==> src/rtl/sub_pkg.sv <==
// Shared types and sizing helpers for the bit-serial subtractor family.
package sub_pkg;

    typedef enum logic [1:0] {
        IDLE = 2'd0,
        CALC = 2'd1,
        DONE = 2'd2
    } sub_state_e;

    localparam int MIN_WIDTH = 2;

    // Bit count needed to index WIDTH serial steps.
    function automatic int cnt_width(input int width);
        return (width <= MIN_WIDTH) ? 1 : $clog2(width);
    endfunction

endpackage

==> src/rtl/sub_01bit_full.sv <==
// Combinational 1-bit full subtractor: a - b - bor.
module sub_01bit_full (
    input  logic i_num_a,
    input  logic i_num_b,
    input  logic i_bor,
    output logic o_res,
    output logic o_bor
);

    assign o_res = i_num_a ^ i_num_b ^ i_bor;
    assign o_bor = (~i_num_a & i_num_b) | (~i_num_a & i_bor) | (i_num_b & i_bor);

endmodule

==> src/rtl/sub_nbit_serial.sv <==
// Bit-serial WIDTH-bit subtractor (A - B - borrow), LSB first, with valid/ready on both sides.
module sub_nbit_serial
    import sub_pkg::*;
#(
    parameter int WIDTH = 32
) (
    input  logic             i_clk,
    input  logic             i_rst_n,
    input  logic             i_valid,
    output logic             o_ready,
    input  logic [WIDTH-1:0] i_num_a,
    input  logic [WIDTH-1:0] i_num_b,
    input  logic             i_bor,
    output logic             o_valid,
    input  logic             i_ready,
    output logic [WIDTH-1:0] o_res,
    output logic             o_bor,
    output logic             o_ovf,
    output logic             o_zero
);

    localparam int CNT_W = cnt_width(WIDTH);
    localparam logic [CNT_W-1:0] CNT_LAST = CNT_W'(WIDTH - 1);

    sub_state_e       state;
    logic [WIDTH-1:0] a_sh;
    logic [WIDTH-1:0] b_sh;
    logic [WIDTH-1:0] r_sh;
    logic [WIDTH-1:0] res_next;
    logic [CNT_W-1:0] cnt;
    logic             bor;
    logic             bor_n;
    logic             diff;
    logic             a_msb;
    logic             b_msb;

    sub_01bit_full u_cell (
        .i_num_a (a_sh[0]),
        .i_num_b (b_sh[0]),
        .i_bor   (bor),
        .o_res   (diff),
        .o_bor   (bor_n)
    );

    // Result bits enter at the top so the LSB lands in bit 0 after WIDTH shifts.
    assign res_next = {diff, r_sh[WIDTH-1:1]};

    assign o_ready = i_rst_n && (state == IDLE);
    assign o_valid = (state == DONE);

    always_ff @(posedge i_clk) begin
        if (!i_rst_n) begin
            state  <= IDLE;
            a_sh   <= '0;
            b_sh   <= '0;
            r_sh   <= '0;
            cnt    <= '0;
            bor    <= 1'b0;
            a_msb  <= 1'b0;
            b_msb  <= 1'b0;
            o_res  <= '0;
            o_bor  <= 1'b0;
            o_ovf  <= 1'b0;
            o_zero <= 1'b0;
        end else begin
            case (state)
                IDLE: begin
                    if (i_valid) begin
                        a_sh  <= i_num_a;
                        b_sh  <= i_num_b;
                        bor   <= i_bor;
                        cnt   <= '0;
                        a_msb <= i_num_a[WIDTH-1];
                        b_msb <= i_num_b[WIDTH-1];
                        state <= CALC;
                    end
                end
                CALC: begin
                    r_sh <= res_next;
                    a_sh <= a_sh >> 1;
                    b_sh <= b_sh >> 1;
                    bor  <= bor_n;
                    // Counter holds on the final step rather than wrapping.
                    if (cnt == CNT_LAST) begin
                        o_res  <= res_next;
                        o_bor  <= bor_n;
                        o_ovf  <= (a_msb != b_msb) && (res_next[WIDTH-1] != a_msb);
                        o_zero <= ~|res_next;
                        state  <= DONE;
                    end else begin
                        cnt <= cnt + 1'b1;
                    end
                end
                DONE: begin
                    if (i_ready) begin
                        state <= IDLE;
                    end
                end
                default: state <= IDLE;
            endcase
        end
    end

endmodule

==> config.mk <==
export PLATFORM = sky130hd
export DESIGN_NAME = sub_nbit_serial
export DESIGN_NICKNAME = d
export VERILOG_FILES = /design/src/rtl/sub_pkg.sv /design/src/rtl/sub_01bit_full.sv /design/src/rtl/sub_nbit_serial.sv
export SDC_FILE = /design/constraint.sdc
export NUM_CORES = 1
export LEC_CHECK = 0
export ABC_CLOCK_PERIOD_IN_PS = 4700
export CAP_MARGIN = 20
export CORE_UTILIZATION = 47
export DETAILED_ROUTE_END_ITERATION = 8
export PLACE_DENSITY = 0.73
export SLEW_MARGIN = 20
export SYNTH_ARGS = -nofsm -noshare
export SYNTH_HDL_FRONTEND = slang
export SYNTH_SLANG_ARGS = --single-unit
==> constraint.sdc <==
create_clock -name i_clk -period 4.7 [get_ports i_clk]
set_input_delay 0.94 -clock i_clk [delete_from_list [all_inputs] [get_ports i_clk]]
set_output_delay 0.94 -clock i_clk [all_outputs]
set_load 0.02 [all_outputs]
==> flow_metrics.tcl <==
set metrics [dict create \
    path_max_fanout 48 \
    drtIter0Drc 303 \
    slew_violations 0 \
    synthTopCellsByArea "dfxtp_1 (51%), nand2_1 (17%), a311oi_1 (9.9%), a21oi_1 (6.2%), nor2_1 (5.3%)" \
    holdPathStages 2 \
    drc 2 \
    clk_pin_slew_worst_paths_ns 0.05 \
    drive_gt1_frac 0.05471 \
    regToRegStartpoint "bor" \
    crit_type "in2out" \
    clkLatencyLatePin_ns 0.42 \
    grt_pass1_vias 4560 \
    holdBufCountCts 0 \
    first_pass_iters 9 \
    synth_cells 703 \
    grt_pass1_wl_um 20420 \
    post_drt_wl_per_cell_um 13.65 \
    die_w_um 110.2 \
    r2r_end "o_zero" \
    cts_made_buffers 17 \
    seq_area_mm2 0.002803 \
    reg2reg_slack_ns 2.45 \
    initial_core_util 0.4821 \
    highest_layer "met4" \
    violations "DRC" \
    peakVddDrop_mv 0.2801 \
    htreeDepth 4 \
    rr_worst_depth 5 \
    cts_setup_buffers 0 \
    synthDistinctLibCells 29 \
    synth_top_cell_by_area "dfxtp_1" \
    yosysWarnings 0 \
    worst_pin_slew_ns 0.9032 \
    ys_ff_latch 140 \
    max_cap_viol_count 0 \
    num_rows 39 \
    antenna_cells 0 \
    portBuffers 105 \
    finalCriticalPeriod_ns 3.511 \
    place_congestion 0.7616 \
    synth_top_area_share 0.5091 \
    nFillCells 987 \
    grt_overflow 0 \
    die_area_mm2 0.01215 \
    startpoint_type "primary input" \
    cp.arrival_ns 2.57 \
    die_height_um 110.2 \
    max_freq_mhz 284.8 \
    core_mm2 0.01142 \
    cts_root_buf "clkbuf_16" \
    cts.path.max_buffers 2 \
    antenna_left 0 \
    finClkSkew_ns 0.005889 \
    wl_um 12680 \
    synth_seq_area_share 0.5091 \
    syn-num-nets 775 \
    grt_max_degree 92 \
    worstPathRequired_ns 3.76 \
    route.met2.wl_um 6154 \
    cts-resized-gates 0 \
    slew_headroom 0.3979 \
    wl_met1_um 5634 \
    post-route-period-util 0.7470 \
    rsz0062_at_grt "no" \
    netlist_area_mm2 0.005505 \
    startpoint "i_rst_n" \
    cp-end-kind "output pin" \
    cts.sinks 140 \
    hp-class "reg2reg" \
    tns_ns 0 \
    multiInputGateArea_mm2 0.002457 \
    grtUsageTotal 0.2176 \
    nets 847 \
    layout.cells.non_filler 929 \
    power_density_mw_per_mm2 414.7 \
    dp_hpwl_um 8026 \
    ioPinCount 106 \
    power_leakage_nw 2.583 \
    wl_met3_um 664 \
    cts_tree "yes" \
    endpoint "o_ready" \
    syn_area_per_cell_um2 7.831 \
    finalSetupViolations 0 \
    antenna_found_initial 0 \
    route.vias.total 4969 \
    hold_slack_ns 0.4525 \
    status "finished, violations left" \
    hold_viol 0 \
    dp_cells 899 \
    vias_per_cell 5.349 \
    syn_to_final_growth_pct 30.39 \
]
-- metrics by stage --
stage,utilization,setup slack (ns),area (um2),power (mW)
finish,0.6286,1.189,7178,2.977
global route,0.6286,1.064,7178,3.086
CTS,0.6285,1.190,7177,2.996
detailed placement,0.5731,1.196,6544,1.577
global placement,0.5727,1.230,6539,1.567
floorplan,-,2.130,5505,1.479
-- synthesized netlist by cell type (all sizes together) --
cell / n
nor3: 5
ha: 2
nor3b: 2
inv: 2
nor4b: 2
and2: 1
nor2: 77
nand2: 257
fa: 1
xor2: 2
buf: 29
nor2b: 2
nand3: 4
o31ai: 1
a22oi: 2
and3: 1
a211oi: 4
nand2b: 2
or4: 2
a311oi: 62
nor4: 4
clkbuf: 29
a21oi: 68
dfxtp: 140
nand4: 2
-- logic make-up after synthesis --
kind of cell / count (synthesis) / share of synthesized area
AO/OA/AOI/OAI: 137 / 0.1709
XOR/XNOR: 2 / 0.003182
adder cells (fa/ha/maj): 3 / 0.008181
buffers and inverters: 60 / 0.04909
flip-flops: 140 / 0.5091
AND/OR/NAND/NOR: 361 / 0.2595
-- critical path: stages --
cell and delay [ns]:
clkdlybuf4s50_1 0.56, inv_4 0.20, nor3_1 0.22, clkdlybuf4s50_1 0.64
-- layout by cell type, fill, tap and decap left out --
cell type,instances
nand2_1,255
nor3_1,5
fa_1,1
nand2_4,1
nor2b_2,1
a21oi_1,68
bufinv_16,4
nand2b_1,1
clkbuf_1,1
nand2_2,1
nor4_1,4
nor2b_1,1
nand3_1,4
nor3b_4,1
ha_1,2
and3_1,1
a22oi_1,2
clkbuf_8,5
or4_1,2
buf_4,6
clkbuf_16,17
nor3b_1,1
o31ai_2,1
nand4_1,2
a211oi_1,4
inv_1,1
nor4b_1,2
dfxtp_1,140
inv_4,1
and2_2,1
nand2b_4,1
xor2_1,2
clkinv_2,3
a311oi_1,62
nor2_1,77
clkdlybuf4s50_1,105
-- cell type report --
class | count | share of cell area
well taps | 143 | 0.02493
flip-flops and latches | 140 | 0.3904
inverters | 2 | 0.001394
multi-input cells | 503 | 0.3423
clock inverters | 7 | 0.01883
clock buffers | 23 | 0.06937
repair buffers | 111 | 0.1527
-- how the worst min path moves through the flow --
stage	from	endpoint	slack [ns]
2_1_floorplan	r_sh[1]	o_res[0]	0.44
3_3_place_gp	o_res[24]	o_res[24]	0.44
3_5_place_dp	o_res[16]	o_res[16]	0.45
4_1_cts	o_res[16]	o_res[16]	0.45
5_1_grt	o_res[16]	o_res[16]	0.46
6_report	o_res[24]	o_res[24]	0.45
-- metal layers --
| layer | GRT usage | vias up |
|---|---|---|
| met5 | 0 | - |
| met4 | 0.1034 | 0 |
| met3 | 0.06173 | 19 |
| met2 | 0.3500 | 132 |
| met1 | 0.2689 | 2298 |
| li1 | - | 2520 |
-- report_power, final --
| group | leakage [nW] | switching, mW | internal [mW] |
|---|---|---|---|
| Sequential | 1.14 | 0.0335 | 1.25 |
| Combinational | 1.13 | 0.153 | 0.119 |
| Clock | 0.315 | 0.474 | 0.950 |
-- state kept, by name, summed over array words and instances, names as in the netlist --
name / cells
a_sh: 32
b_sh: 32
o_res: 32
r_sh: 31
cnt: 5
state: 2
a_msb: 1
b_msb: 1
bor: 1
o_bor: 1
o_ovf: 1
o_zero: 1
(Power assumes the default switching activity.)
